--- config.mk ---
export PLATFORM = sky130hd
export DESIGN_NAME = stream_demux
export DESIGN_NICKNAME = d
export VERILOG_FILES = /design/src/rtl/stream_demux_pkg.sv /design/src/rtl/stream_reg_slice.sv /design/src/rtl/stream_demux.sv
export SDC_FILE = /design/constraint.sdc
export NUM_CORES = 1
export LEC_CHECK = 0
export BUFFER_PORTS_ARGS = -buffer_cell sky130_fd_sc_hd__buf_2
export CORE_ASPECT_RATIO = 0.8
export CORE_MARGIN = 5
export CORE_UTILIZATION = 31
export CTS_CLUSTER_DIAMETER = 50
export DETAILED_ROUTE_END_ITERATION = 8
export GPL_TIMING_DRIVEN = 0
export PLACE_DENSITY_LB_ADDON = 0.2
export SYNTH_ARGS = -nofsm -noshare
export SYNTH_HDL_FRONTEND = slang
export SYNTH_SLANG_ARGS = --single-unit
--- constraint.sdc ---
create_clock -name clk -period 2 [get_ports clk]
set_input_delay 0.3 -clock clk [delete_from_list [all_inputs] [get_ports clk]]
set_output_delay 0.3 -clock clk [all_outputs]
set_load 0.02 [all_outputs]
--- src/rtl/stream_demux_pkg.sv ---
// stream_demux shared types.
// Holds the packet FSM encoding and the select range helper.
package stream_demux_pkg;

  typedef enum logic [1:0] {
    IDLE,
    ROUTE,
    DROP
  } demux_state_t;

  function automatic logic sel_in_range(
    input int unsigned sel,
    input int unsigned n
  );
    return sel < n;
  endfunction

endpackage

--- src/rtl/stream_reg_slice.sv ---
// One-entry valid/ready register slice.
// free tells the producer a load this cycle cannot overwrite live data.
module stream_reg_slice #(
  parameter int W = 33
) (
  input  logic         clk,
  input  logic         rst_n,
  input  logic         load,
  input  logic [W-1:0] din,
  input  logic         ready,
  output logic         valid,
  output logic [W-1:0] dout,
  output logic         free
);

  assign free = !valid || ready;

  always_ff @(posedge clk or negedge rst_n) begin
    if (!rst_n) begin
      valid <= 1'b0;
      dout  <= '0;
    end else if (load) begin
      valid <= 1'b1;
      dout  <= din;
    end else if (ready) begin
      valid <= 1'b0;
    end
  end

endmodule

--- src/rtl/stream_demux.sv ---
// Packet-aware 1-to-N stream demultiplexer.
// Destination is latched on the first beat and held to the last.
module stream_demux
  import stream_demux_pkg::*;
#(
  parameter  int WIDTH = 32,
  parameter  int N_OUT = 4,
  parameter  int CNT_W = 16,
  localparam int SEL_W = $clog2(N_OUT)
) (
  input  logic                        clk,
  input  logic                        rst_n,
  input  logic [WIDTH-1:0]            in_data,
  input  logic [SEL_W-1:0]            in_sel,
  input  logic                        in_last,
  input  logic                        in_valid,
  output logic                        in_ready,
  output logic [N_OUT-1:0][WIDTH-1:0] out_data,
  output logic [N_OUT-1:0]            out_last,
  output logic [N_OUT-1:0]            out_valid,
  input  logic [N_OUT-1:0]            out_ready,
  output logic                        err_sel,
  output logic [CNT_W-1:0]            drop_cnt
);

  demux_state_t     state;
  demux_state_t     state_nxt;
  logic [SEL_W-1:0] cur_sel;
  logic [SEL_W-1:0] cur_sel_nxt;
  logic [SEL_W-1:0] tgt;
  logic             sel_ok;
  logic             tgt_free;
  logic             acc;
  logic             fwd;
  logic             bad;
  logic [N_OUT-1:0] load;
  logic [N_OUT-1:0] free;

  assign sel_ok = sel_in_range(32'(in_sel), N_OUT);
  assign tgt    = (state == IDLE) ? in_sel : cur_sel;
  assign acc    = in_valid && in_ready;

  // Loop match avoids indexing free[] with an out-of-range select
  always_comb begin
    tgt_free = 1'b0;
    for (int k = 0; k < N_OUT; k++) begin
      if (tgt == SEL_W'(k)) tgt_free = free[k];
    end
  end

  always_comb begin
    in_ready = 1'b0;
    if (rst_n) begin
      unique case (state)
        IDLE:    in_ready = sel_ok ? tgt_free : 1'b1;
        ROUTE:   in_ready = tgt_free;
        DROP:    in_ready = 1'b1;
        default: in_ready = 1'b0;
      endcase
    end
  end

  always_comb begin
    state_nxt   = state;
    cur_sel_nxt = cur_sel;
    fwd         = 1'b0;
    bad         = 1'b0;
    if (acc) begin
      unique case (state)
        IDLE: begin
          if (!sel_ok) begin
            bad = 1'b1;
            if (!in_last) state_nxt = DROP;
          end else begin
            fwd = 1'b1;
            if (!in_last) begin
              state_nxt   = ROUTE;
              cur_sel_nxt = in_sel;
            end
          end
        end
        ROUTE: begin
          fwd = 1'b1;
          if (in_last) state_nxt = IDLE;
        end
        DROP: begin
          if (in_last) state_nxt = IDLE;
        end
        default: state_nxt = IDLE;
      endcase
    end
  end

  always_ff @(posedge clk or negedge rst_n) begin
    if (!rst_n) begin
      state    <= IDLE;
      cur_sel  <= '0;
      err_sel  <= 1'b0;
      drop_cnt <= '0;
    end else begin
      state   <= state_nxt;
      cur_sel <= cur_sel_nxt;
      err_sel <= bad;
      if (bad && drop_cnt != {CNT_W{1'b1}})
        drop_cnt <= drop_cnt + CNT_W'(1);
    end
  end

  for (genvar k = 0; k < N_OUT; k++) begin : g_ch
    logic [WIDTH:0] q;

    assign load[k] = fwd && (tgt == SEL_W'(k));

    stream_reg_slice #(
      .W(WIDTH + 1)
    ) u_slice (
      .clk  (clk),
      .rst_n(rst_n),
      .load (load[k]),
      .din  ({in_last, in_data}),
      .ready(out_ready[k]),
      .valid(out_valid[k]),
      .dout (q),
      .free (free[k])
    );

    assign out_last[k] = q[WIDTH];
    assign out_data[k] = q[WIDTH-1:0];
  end

endmodule
==> impl_results.md, run 1 <==
* Initial core utilization at 0.316
* Worst Path Required at about 2300 ps
* Combinational fraction of design power at 0.405
* Synthesis Warnings at 0
* Yosys top cell by area: dfrtp_1
* R2R setup slack at -190 ps
* Final hold violation count at between 50 and 60
* Max Clock Skew at a little over 6 ps
* IR drop worst, VDD at 0.812 mV
* Share of power burned in the clock network at 0.237
* Syn avg cell area at between 15 and 20 um2
* Port bufs at 178
* RSZ-0062 raised after global routing: yes
* First-pass GRT wire length at approximately 23,000 um
* GR Overflow Total at 0
* Critical Path Sink Type: flop
* Area grow syn2layout at 46.2%
* Failing checks: hold timing, setup timing
* Setup ws final at -185 ps
* Cts bufs inserted at 17
* Class of the worst hold path: primary input to asynchronous set/reset pin
* Post-synth EDFFs at 0
* Clock Sink Count at around 140
* Share of layout cells above drive strength 1 at 0.698
* Initial antenna violation count at 0
* Final setup fails at roughly 100
* Synth area leaders: dfrtp_1, mux2_2, buf_4
* Finished Cell Area at around 0.008 mm2
* # rows at 43
* Die W at roughly 160 um
* Overall global routing resource usage at 0.144
* Status: complete, but fails checks
* Critical Path Start Type: flop
* CP arrival at about 2500 ps
* Sequential fraction of the synthesis area at 0.634
* CTS max path bufs at 2
* Pin count of the biggest net entering global routing at 83
* Cell internal pwr at approximately 8600 uW
* Final HPWL DP at slightly below 10,000 um
* Clk_lat worst skew at between 400 and 500 ps
* Clock slew at the register clock pins of the worst setup and hold paths at roughly 60 ps
* DR iter-0 viols at 88
* R2r endpoint: g_ch[1].u_slice.dout[18]
* Period utilisation layout at 1.09
* Most common cell in the netlist: dfrtp_1
* Slew Limit Fails at 0
* H-tree depth at 4
* Mapped cell area at approximately 0.0055 mm2
* Routed Antenna Nets at 0
* Slew @ Worst Pin at about 600 ps
* First-pass DRT Iterations at 4
* Switch share at 0.367
* RR Startpoint: state[0]
* Post-DR vias/cell at ~4.4
* Final #Nets at approximately 630
* Top post-synthesis cells by count: dfrtp_1, mux2_2, buf_4
* Max Freq at roughly 460 MHz
* Max Cap Viol at 0
* Worst hold slack at -136 ps
* Routed WL at approximately 15,000 um
* Crit path time final at 2190 ps
* Vias in the first global route at approximately 4,000
* R2R cell count at 9
* Die height at 129 um
* Post-synth top area share at 0.634
* Post-Synthesis Cells at roughly 340
* Slew headroom at 0.600
* Setup CP Type: flop to flop
* Distinct cells, synth at 25
* Crit Path Max Fanout at 10
* GPL Wtd Cong at 0.760
* Clock root buffer: clkbuf_16
* Synth Flop Type: dfrtp_1
* CTS tree: done
* DR vias at roughly 3,700
* Lkg Pwr at roughly 0.004 uW
* Core Area at between 0.015 and 0.02 mm2
* Routed len/inst at ~18 um
* Ys async rst share at 1.00
* # DRC at 0
* Sw power at roughly 5000 uW
* Yosys reg bits at ~140
* Full die area at ~0.02 mm2
* Ant diodes at 0
* P per Cell Area at ~1700 mW/mm2
* Seq pwr share at 0.358
* Place WS at -467 ps
* Placed cell areas at 0.00677 mm2
* I/O pins at 196
critical path, cell delays in order (launching register included):
cell,delay [ps]
dfrtp_1,370
buf_6,130
or3b_4,390
a21oi_4,180
a2111oi_4,70
buf_4,160
buf_4,150
nand2_8,110
buf_12,170
mux2_2,330
layout make-up:
| cell class | count | area (um2) |
|---|---|---|
| tap | 225 | 282 |
| inverter | 2 | 7.51 |
| buffer | 34 | 372 |
| clock buffer | 23 | 498 |
| timing repair buffer | 209 | 1310 |
| clock inverter | 9 | 110 |
| sequential | 139 | 3480 |
| multi-input combinational | 184 | 1960 |
| fill | 1588 | 9360 |
worst max-delay path by stage:
stage | cells after the start | slack, ps | startpoint | endpoint
after floorplan | 6 | -8 | state[0] | g_ch[2].u_slice.dout[10]
after global placement | 4 | -3130 | rst_n | g_ch[0].u_slice.dout[3]
after detailed placement | 6 | -470 | state[0] | g_ch[0].u_slice.dout[19]
after CTS | 5 | -210 | state[0] | in_ready
after global routing | 9 | -250 | state[0] | g_ch[2].u_slice.dout[16]
final | 9 | -190 | state[0] | g_ch[1].u_slice.dout[18]
per-stage QoR:
stage | setup TNS (ps) | total power (uW) | util | std cells
final | -13350 | 13600 | 0.461 | 825
after global routing | -20890 | 14400 | 0.461 | 825
after CTS | -16180 | 13600 | 0.453 | 822
after detailed placement | -42870 | 10100 | 0.390 | 763
after global placement | -524900 | 9960 | 0.388 | 762
after floorplan | -420 | 8060 | - | 359
metal layers:
| metal | vias up | part of all wire | global-route usage |
|---|---|---|---|
| met5 | - | 0 | 0 |
| met4 | 0 | 0.010 | 0.0400 |
| met3 | 12 | 0.079 | 0.0653 |
| met2 | 124 | 0.47 | 0.224 |
| met1 | 1859 | 0.44 | 0.184 |
| li1 | 1659 | - | - |
power groups by stage:
| stage | clock (uW) | combinational (uW) | sequential [uW] |
|---|---|---|---|
| 2_1_floorplan | 0 | 1520 | 6550 |
| 3_3_place_gp | 0 | 5130 | 4830 |
| 3_5_place_dp | 0 | 5200 | 4900 |
| 4_1_cts | 3310 | 5420 | 4880 |
| 5_1_grt | 3440 | 5870 | 5060 |
| 6_report | 3230 | 5520 | 4880 |
kinds of logic (layout without fill, tap and decap cells):
group / count (synthesis) / in the layout / share of synthesized area
flops: 139 / 139 / 0.634
mux: 135 / 135 / 0.277
compound gates: 7 / 7 / 0.0114
other cells: 1 / 17 / 0.000684
buf+inv: 36 / 277 / 0.0479
simple gates: 25 / 25 / 0.0287
cells in the final DEF (no fill, tap or decap), types with 2 or more instances in the layout:
cell and n:
mux2_4 28, clkinvlp_4 3, bufinv_16 2, mux2_2 106
nand2_1 5, buf_12 12, nand3b_1 2, inv_1 2
buf_2 176, clkbuf_4 3, buf_6 10, dfrtp_1 139
clkbuf_8 5, nand2_8 2, nand3_1 2, clkbuf_16 17
clkinv_2 2, a21oi_1 3, buf_4 36, nand2b_1 4
or3b_4 2, buf_16 5, conb_1 17
sequential cells by signal (all words and copies together), names as in the netlist:
signal,cells
g_ch.u_slice.valid,4
g_ch.u_slice.dout,132
cur_sel,2
state,1
what timing repair did:
action                                  in CTS  in global routing
resized for setup                           48                 32
endpoints found under the setup margin     137                120
setup buffers                               23                  3
cloned                                       4                  0
endpoints found under the hold margin       57                 57
pin swaps                                    5                  1
Note: power is estimated with default switching activity, not from simulation.
==> inputs of run 2 (changes only) <==
- RECOVER_POWER: unset -> 50
==> run 2 against run 1 <==
  * The run still ends with hold timing, setup timing left
  * Sequential share of layout area up 0.088 points
  * Flip-flop and latch count is the same
  * Die area is the same
  * Combinational power is 0.7% lower
  * Global-route usage is the same
  * First-iteration DRC count rose by 15%
  * Design area down 0.20%
  * Via count is 0.16% higher
  * Critical path depth unchanged
  * Critical path type unchanged
  * Critical endpoint unchanged
  * Highest routed layer unchanged
==> impl_results.md, run 2 (synthesis results as in run 1) <==
* CTS max path bufs at 2 (unchanged)
* Initial antenna violation count at 0 (unchanged)
* Setup ws final at -185 ps (+0.535 ps)
* Status: complete, but fails checks
* Post-DR vias/cell at 4.44 (+0.16%)
* Final setup fails at 104 (unchanged)
* # DRC at 0 (unchanged)
* Port bufs at 178 (unchanged)
* Setup CP Type: flop to flop
* Clock Sink Count at 139 (unchanged)
* I/O pins at 196 (unchanged)
* Worst Path Required at 2300 ps (about the same)
* Crit path from: state[0]
* Area grow syn2layout at 45.9%
* Commonest non-fill, non-tap cells in the layout: buf_2, dfrtp_1, mux2_2
* Routed WL at 14,800 um (about the same)
* CP arrival at 2490 ps (about the same)
* Class of the worst hold path: primary input to asynchronous set/reset pin
* Die height at 129 um (unchanged)
* RSZ-0062 raised after global routing: yes
* Core Area at 0.0174 mm2 (unchanged)
* Finished Cell Area at 0.00800 mm2 (-0.20%)
* Final hold violation count at 57 (unchanged)
* Share of layout cells above drive strength 1 at 0.677 (-0.0217)
* Clock slew at the register clock pins of the worst setup and hold paths at 60 ps (about the same)
* IR drop worst, VDD at 0.812 mV (about the same)
* Max reg flops at 132 (unchanged)
* RR Startpoint: state[0]
* Commonest non-fill, non-tap cell in the layout: buf_2
* Final #Nets at 629 (unchanged)
* Vias in the first global route at 3,951 (unchanged)
* Slew headroom at 0.598 (-0.00105)
* Regs by FF count: g_ch.u_slice.dout: 132 flops, g_ch.u_slice.valid: 4 flops, cur_sel: 2 flops
* Lkg Pwr at 0.00401 uW (-0.95%)
* Final HPWL DP at 9930 um (unchanged)
* H-tree depth at 4 (unchanged)
* Routed Antenna Nets at 0 (unchanged)
* Cts bufs inserted at 17 (unchanged)
* First-pass GRT wire length at 22,800 um (unchanged)
* Max Cap Viol at 0 (unchanged)
* First-pass DRT Iterations at 4 (unchanged)
* Full die area at 0.0205 mm2 (unchanged)
* GR Overflow Total at 0 (unchanged)
* Failing checks: hold timing, setup timing
* Critical Path Sink Type: flop
* Cell total after placement at 763 (unchanged)
* Worst hold slack at -136 ps (+0.206 ps)
* Placed cell areas at 0.00677 mm2 (unchanged)
* GPL Wtd Cong at 0.760 (unchanged)
* # rows at 43 (unchanged)
* Ant diodes at 0 (unchanged)
* Slew @ Worst Pin at 602 ps (+1.57 ps)
* Clk_lat worst skew at 410 ps (about the same)
* Final Non-Filler Cells at 825 (unchanged)
* Filler Cells Inserted at 1,596 (+0.50%)
* DR iter-0 viols at 101 (+15%)
* Max Clock Skew at 5.69 ps (-0.533 ps)
* Crit path time final at 2180 ps (-0.535 ps)
* DR vias at 3,660 (+0.16%)
* Period utilisation layout at 1.09 (about the same)
* Top reg by flops: g_ch.u_slice.dout
* Pin count of the biggest net entering global routing at 83 (unchanged)
* CTS tree: done
* Critical Path Start Type: flop
* Max Freq at 458 MHz (about the same)
* Initial core utilization at 0.316 (unchanged)
* Routed len/inst at 17.9 um (about the same)
* Clock root buffer: clkbuf_16
* Crit Path Max Fanout at 10 (unchanged)
* Overall global routing resource usage at 0.144 (unchanged)
* Die W at 159 um (unchanged)
* P per Cell Area at 1700 mW/mm2 (about the same)
* Slew Limit Fails at 0 (unchanged)
==> run 2: repair_timing <==
item                                    in CTS  in global routing
resized for setup                           48                 32
pin swaps                                    5                  1
hold endpoints to repair                    57                 57
cloned                                       4                  0
setup buffers                               23                  3
endpoints found under the setup margin     137                120
==> run 2: routing by layer <==
| layer | track usage | share of wire | up-vias |
|---|---|---|---|
| li1 | - | - | 1661 |
| met1 | 0.184 | 0.44 | 1854 |
| met2 | 0.224 | 0.47 | 133 |
| met3 | 0.0653 | 0.085 | 12 |
| met4 | 0.0400 | 0.010 | 0 |
| met5 | 0 | 0 | - |
==> run 2: report_power, final <==
group | switching, uW | total (uW) | internal [uW] | leakage (uW)
Combinational | 3090 | 5480 | 2390 | 0.00205
Clock | 1220 | 3230 | 2010 | 0.000292
Sequential | 698 | 4890 | 4190 | 0.00167
Total | 5010 | 13600 | 8580 | 0.00401
==> run 2: layout make-up <==
cell class	instances	area (um2)	area share
multi-input cells	184	1960	0.245
clock buffers	23	498	0.0622
well taps	225	282	0.0352
plain buffers	34	372	0.0464
flip-flops and latches	139	3480	0.435
clock inverters	9	110	0.0138
inverters	2	7.51	0.000938
repair buffers	209	1290	0.161
==> run 2: path summary, 6_finish.rpt <==
check	to	slack, ps	depth (start not counted)
setup / recovery	g_ch[1].u_slice.dout[18]	-180	9
min in group clk	g_ch[2].u_slice.dout[9]	150	2
hold reg to reg	g_ch[2].u_slice.dout[2]	500	1
setup reg to reg	g_ch[1].u_slice.dout[18]	-180	9
max in group asynchronous	g_ch[2].u_slice.dout[23]	1330	2
hold / removal	g_ch[1].u_slice.dout[10]	-140	1
==> run 2: stage by stage <==
stage | util | setup WS, ps | total power (uW) | TNS [ps] | hold slack, ps
2_1_floorplan | - | -7.68 | 8060 | -420 | 4.41
3_3_place_gp | 0.388 | -3130 | 9960 | -524900 | 483
3_5_place_dp | 0.390 | -467 | 10100 | -42870 | 319
4_1_cts | 0.453 | -215 | 13600 | -16180 | -130
5_1_grt | 0.461 | -253 | 14300 | -20890 | -105
6_report | 0.461 | -185 | 13600 | -13110 | -136
==> run 2: critical path, cell delays in order (launching register included) <==
cell and delay, ps:
dfrtp_1 370, buf_6 130, or3b_4 390, a21oi_4 180, a2111oi_4 70, buf_4 160
buf_4 150, nand2_8 110, buf_12 170, mux2_2 330
